--- config.mk ---
export PLATFORM = sky130hd
export DESIGN_NAME = midi_rx_port
export DESIGN_NICKNAME = d
export VERILOG_FILES = /design/src/rtl/midi_rx_port.sv
export SDC_FILE = /design/constraint.sdc
export NUM_CORES = 1
export LEC_CHECK = 0
export ABC_AREA = 1
export BUFFER_PORTS_ARGS = -buffer_cell sky130_fd_sc_hd__clkbuf_2
export CORE_ASPECT_RATIO = 1.5
export CORE_MARGIN = 2
export CORE_UTILIZATION = 32
export CTS_BUF_LIST = sky130_fd_sc_hd__clkbuf_16
export CTS_CLUSTER_SIZE = 14
export DETAILED_ROUTE_END_ITERATION = 12
export PLACE_DENSITY = 0.57
export REMOVE_ABC_BUFFERS = 1
export SYNTH_ARGS = -nofsm -noshare
export SYNTH_HDL_FRONTEND = slang
export SYNTH_SLANG_ARGS = --single-unit
--- constraint.sdc ---
create_clock -name clk -period 4.89 [get_ports clk]
set_input_delay 0.489 -clock clk [delete_from_list [all_inputs] [get_ports clk]]
set_output_delay 0.489 -clock clk [all_outputs]
set_load 0.05 [all_outputs]
--- src/rtl/midi_rx_port.sv ---
// MIDI IN port: 2-FF line synchroniser, 8N1 byte decoder with framing
// error detection, and a stretched activity indicator.
module midi_rx_port #(
   parameter int CLKS_PER_BIT = 512,
   parameter int ACT_CYCLES   = 1600000
) (
   input  logic       clk,
   input  logic       rst_n,
   input  logic       midi_rx,
   output logic       midi_sync,
   output logic [7:0] rx_data,
   output logic       rx_valid,
   output logic       rx_ferr,
   output logic       rx_busy,
   output logic       act_led
);

   localparam int CW = $clog2(CLKS_PER_BIT);
   localparam int AW = $clog2(ACT_CYCLES + 1);
   localparam logic [CW-1:0] LAST = CW'(CLKS_PER_BIT - 1);
   localparam logic [CW-1:0] HALF = CW'(CLKS_PER_BIT / 2 - 1);
   localparam logic [AW-1:0] ACT_LOAD = AW'(ACT_CYCLES);

   typedef enum logic [2:0] {
      WAIT_IDLE,
      IDLE,
      START,
      DATA,
      STOP
   } state_t;

   state_t        state;
   logic [CW-1:0] cnt;
   logic [2:0]    bidx;
   logic [7:0]    shreg;
   logic          meta;
   logic [AW-1:0] act;

   always_ff @(posedge clk or negedge rst_n) begin
      if (!rst_n) begin
         meta      <= 1'b1;
         midi_sync <= 1'b1;
      end else begin
         meta      <= midi_rx;
         midi_sync <= meta;
      end
   end

   // In WAIT_IDLE the bit counter doubles as the run length of high samples.
   always_ff @(posedge clk or negedge rst_n) begin
      if (!rst_n) begin
         state    <= WAIT_IDLE;
         cnt      <= '0;
         bidx     <= '0;
         shreg    <= '0;
         rx_data  <= '0;
         rx_valid <= 1'b0;
         rx_ferr  <= 1'b0;
      end else begin
         rx_valid <= 1'b0;
         rx_ferr  <= 1'b0;
         unique case (state)
            WAIT_IDLE: begin
               if (!midi_sync) begin
                  cnt <= '0;
               end else if (cnt == LAST) begin
                  cnt   <= '0;
                  state <= IDLE;
               end else begin
                  cnt <= cnt + 1'b1;
               end
            end
            IDLE: begin
               if (!midi_sync) begin
                  cnt   <= '0;
                  state <= START;
               end
            end
            START: begin
               if (cnt == HALF) begin
                  cnt <= '0;
                  if (midi_sync) begin
                     state <= IDLE;
                  end else begin
                     bidx  <= '0;
                     state <= DATA;
                  end
               end else begin
                  cnt <= cnt + 1'b1;
               end
            end
            DATA: begin
               if (cnt == LAST) begin
                  cnt   <= '0;
                  shreg <= {midi_sync, shreg[7:1]};
                  if (bidx == 3'd7) begin
                     bidx  <= '0;
                     state <= STOP;
                  end else begin
                     bidx <= bidx + 3'd1;
                  end
               end else begin
                  cnt <= cnt + 1'b1;
               end
            end
            STOP: begin
               if (cnt == LAST) begin
                  cnt <= '0;
                  if (midi_sync) begin
                     rx_data  <= shreg;
                     rx_valid <= 1'b1;
                     state    <= IDLE;
                  end else begin
                     rx_ferr <= 1'b1;
                     state   <= WAIT_IDLE;
                  end
               end else begin
                  cnt <= cnt + 1'b1;
               end
            end
            default: begin
               cnt   <= '0;
               state <= WAIT_IDLE;
            end
         endcase
      end
   end

   always_ff @(posedge clk or negedge rst_n) begin
      if (!rst_n) begin
         act <= '0;
      end else if (rx_valid) begin
         act <= ACT_LOAD;
      end else if (act != '0) begin
         act <= act - 1'b1;
      end
   end

   assign rx_busy = (state == START) || (state == DATA) || (state == STOP);
   assign act_led = (act != '0);

endmodule

---- Word-level counts from Yosys, hierarchy flattened ----
Cells that the tools add are included.
operators by class
  $add $sub $neg .......................... 3
  eq/ne operators ......................... 15
  muxes and demuxes ....................... 28
  reduce and logical (&&, ||, !) cells .... 11
operator list
  kind                                                                  count
  21-bit two-way mux                                                    2
  9-bit two-way mux                                                     4
  9-bit one-hot mux with 4 select lines                                 1
  3-bit two-way mux                                                     11
  21-bit nonzero test                                                   1
  21-bit by 1-bit subtractor with 21-bit output, second input constant  1
  2-bit inequality test, second input constant                          8
  3-bit one-hot mux with 5 select lines                                 1
  9-bit by 1-bit adder with 9-bit output, second input constant         1
  9-bit by 8-bit == test with 1-bit output, second input constant       1
  9-bit == test, second input constant                                  1
  1-bit two-way mux                                                     7
  7-bit AND reduction                                                   1
  3-bit by 2-bit == test with 1-bit output, second input constant       2
  3-bit == test, second input constant                                  2
  3-bit one-hot mux with 2 select lines                                 1
  4-bit AND reduction                                                   1
  2-bit nonzero test                                                    2
  3-bit by 1-bit adder with 3-bit output, second input constant         1
  3-bit by 1-bit == test with 1-bit output, second input constant       1
  3-bit logical NOT                                                     1
  3-bit AND reduction                                                   1
  1-bit logical OR                                                      2
  2-bit two-way mux                                                     1
  2 further kinds                                                       2
word-level totals
  register bits ........................... 56
  input port bits ......................... 3
  output and inout bits ................... 13

---- Depth between registers and ports, before layout ----
  depth after elaboration ................. 4
  gate-level depth with buffers ........... 13

---- Least setup slack after synthesis ----
No wires, ideal clock.
  path kind ............................... flip-flop to output port
  from .................................... reg state[2]
  to ...................................... out rx_busy
  data arrival time ....................... 1588 ps
  data required time ...................... 4401 ps
  setup slack ............................. 2813 ps
  stages on the path, launching flop included .. 2
  path buffers ............................ 0
  path through ............................ dfrtp_1 o21ai_0
between the ends
  longest elaborated chain between the ends .. 3
ends and longest elaborated chain
  what                                      RTL line  RTL
  from (decl)                               32        state_t state;
  from (signal assigned)                    52        state <= WAIT_IDLE;
  from (signal assigned)                    68        state <= IDLE;
  from (signal assigned)                    76        state <= START;
  3-bit by 2-bit == test with 1-bit output  139       assign rx_busy = (state == START) || (state == DATA) || (state == STOP);
  1-bit logical OR                          139
  1-bit logical OR *                        139
  to (decl)                                 14        output logic rx_busy,
Every way passes the cells marked *; elsewhere a longest branch is shown, timed or not.

---- Worst setup path after layout ----
  from .................................... reg act[8]
  to ...................................... out act_led
between the ends
  longest elaborated chain between the ends .. 1
ends and longest elaborated chain
  what                    RTL line  RTL
  from (decl)             37        logic [AW-1:0] act;
  from (signal assigned)  135       act <= act - 1'b1;
  21-bit nonzero test     140       assign act_led = (act != '0);
  to (decl)               15        output logic act_led
No other way between the ends.

==> results.toml <==
[status]
status = "completed"

[global_route]
grt_max_degree = 57
grt_pass1_wl_mm = 11.0
antenna_found_initial = 0
top_usage_layer = "met2"
use_met1_pct = 14.6
grt_pass1_vias = 2479
grt_use_met2_pct = 24.8
track_usage_pct = 13.3
gr-total-overflow = 0
use_met3_pct = 2.20

[place]
gp_congestion = 0.921
dp_hpwl_mm = 4.57
port_buffers = 15
dp.cells = 517
place_area_um2 = 3220
place_ws_ps = 2620

[logic_synthesis]
synth_cells = 393
postSynthAreaPerCell_um2 = 7.69
yosys_warnings = 0
synth-seq-cells = 56
synth_cell_types = 36
netlist_area_um2 = 3020
ys_seq_area_share_pct = 46.5

[clock_tree]
cts_resized = 0
cts_setup_buffers = 0
htree_levels = 2
clock_path_buffers = 2
cts_tree = "done"
numCtsBuffers = 5
root_buffer = "clkbuf_16"
clk_pin_slew_ps = 80
cts.sinks = 56
hold_buffers = 0
insertion_delay_ps = 300

[power]
p_leak_nw = 1.90
power_density_nw_per_um2 = 259
total_power_mw = 0.874
ir_worst_vdd_mv = 0.138

[sta]
setup_slack_ps = 2580
holdWs_ps = 261
setup_viol = 0
skew_ps = 9.30
fmaxAchievable_mhz = 434
worst_pin_slew_ps = 728
period_minus_slack_ps = 2310
slew_headroom_pct = 51.5
drv_slew = 0
finalHoldViolCount = 0
rsz0062_at_grt = "false"
fin_tns_setup_ps = 0
post-route-period-util_pct = 47.1

[drt]
finalWirelength_mm = 6.34
ant_nets = 0
drtPass1Iterations = 5
avgViaCountPerCell = 4.71
drc = 0
vias = 2473
drt_iter0_markers = 88
routedWlPerCell_um = 12.1

[cells_and_area]
fin_util_pct = 36.6
syn_to_final_growth_pct = 11.6
drive_gt1_share_pct = 13.8
final_area_um2 = 3370
nFillCells = 970
nNetsFinal = 423
final_cells = 525
antenna_cells = 0

[setup_path]
path_class = "reg2out"
critPathMaxFanout = 7
critPathLaunchType = "flip-flop"
critPathRequiredTime_ps = 4400
critPathArrivalTime_ps = 1820
setup.worst_path.end_class = "primary output"

[worst_hold_path]
worstHoldPathType = "in2reg"

[die]
rows = 43
die_x_um = 83.3
initial_core_util_pct = 32.8
die_h_um = 123
dieArea_um2 = 10300
coreArea_um2 = 9200
ioPinCount = 16

[run]
cap_violations = 0
routing by layer:
layer	wire length (um)	up-vias
met5	0	-
met4	178	0
met3	155	13
met2	3260	39
met1	2740	1142
li1	-	1279
final timing paths:
kind / from / to / slack [ps] / cells past startpoint
setup / recovery: act[8] / act_led / 2580 / 5
hold / removal: midi_rx / meta / 260 / 1
setup reg to reg: cnt[0] / bidx[0] / 2640 / 11
hold reg to reg: meta / midi_sync / 370 / 0
max in group asynchronous: rst_n / state[0] / 4080 / 2
min in group asynchronous: rst_n / act[20] / 340 / 2
sequential cells by signal, indices dropped and copies added, names as in the netlist:
name       flops
rx_valid       1
act           21
cnt            9
rx_data        8
rx_ferr        1
meta           1
shreg          8
state          3
midi_sync      1
bidx           3
worst max-delay path, stage by stage (launching register included):
cell	delay (ps)
dfrtp_1	440
nor2_1	200
nand2_1	140
nor2_4	210
nand3_1	230
clkbuf_2	300
cells in the mapped netlist, drive strengths merged:
master,n,area (um2)
a21o,2,15.0
o21bai,1,7.51
xor2,4,35.0
ha,8,100
o22ai,1,6.26
inv,62,233
o211ai,2,15.0
nand4,10,68.8
nand3,35,198
nor2,58,253
nor3,4,25.0
or2,5,31.3
dfrtp,54,1350
a21oi,3,15.0
dfstp,2,52.6
xnor2,1,8.76
nand2,106,413
o21ai,28,144
nand3b,3,22.5
buf,4,27.5
cells in the final DEF, fill, tap and decap left out, drive strengths merged:
cell type	count
o22ai	1
dfrtp	54
xnor2	1
o21bai	1
ha	8
or2	5
xor2	4
clkbuf	20
inv	65
o211ai	2
dfstp	2
a21o	2
nor3	4
nor2	58
o21ai	28
nand3b	3
nand4	10
buf	1
nand2	106
a21oi	3
nand3	35
kinds of logic after synthesis:
kind of cell	Yosys count	synth area share (%)
adders and majority gates	8	3.31
xor gates and xnor gates	5	1.45
and+or+nand+nor	221	33.5
AOI/OAI and AO/OA	37	6.71
buffers and inverters	66	8.61
DFF	56	46.5
where the power goes:
part	internal [mW]	total (mW)	leakage, nW	switching [mW]
registers	0.466	0.469	0.773	0.00304
clock network	0.198	0.384	0.0767	0.186
logic	0.00444	0.0206	1.05	0.0161
cell type report:
type	count	area [um2]	share of cell area [%]
clock buffers	5	125	3.71
inverters	62	233	6.90
multi-input cells	271	1360	40.3
well taps	112	140	4.16
repair buffers	16	82.6	2.45
clock inverters	3	28.8	0.854
flip-flops and latches	56	1400	41.6
No activity file was read; power rests on OpenSTA's default activity.
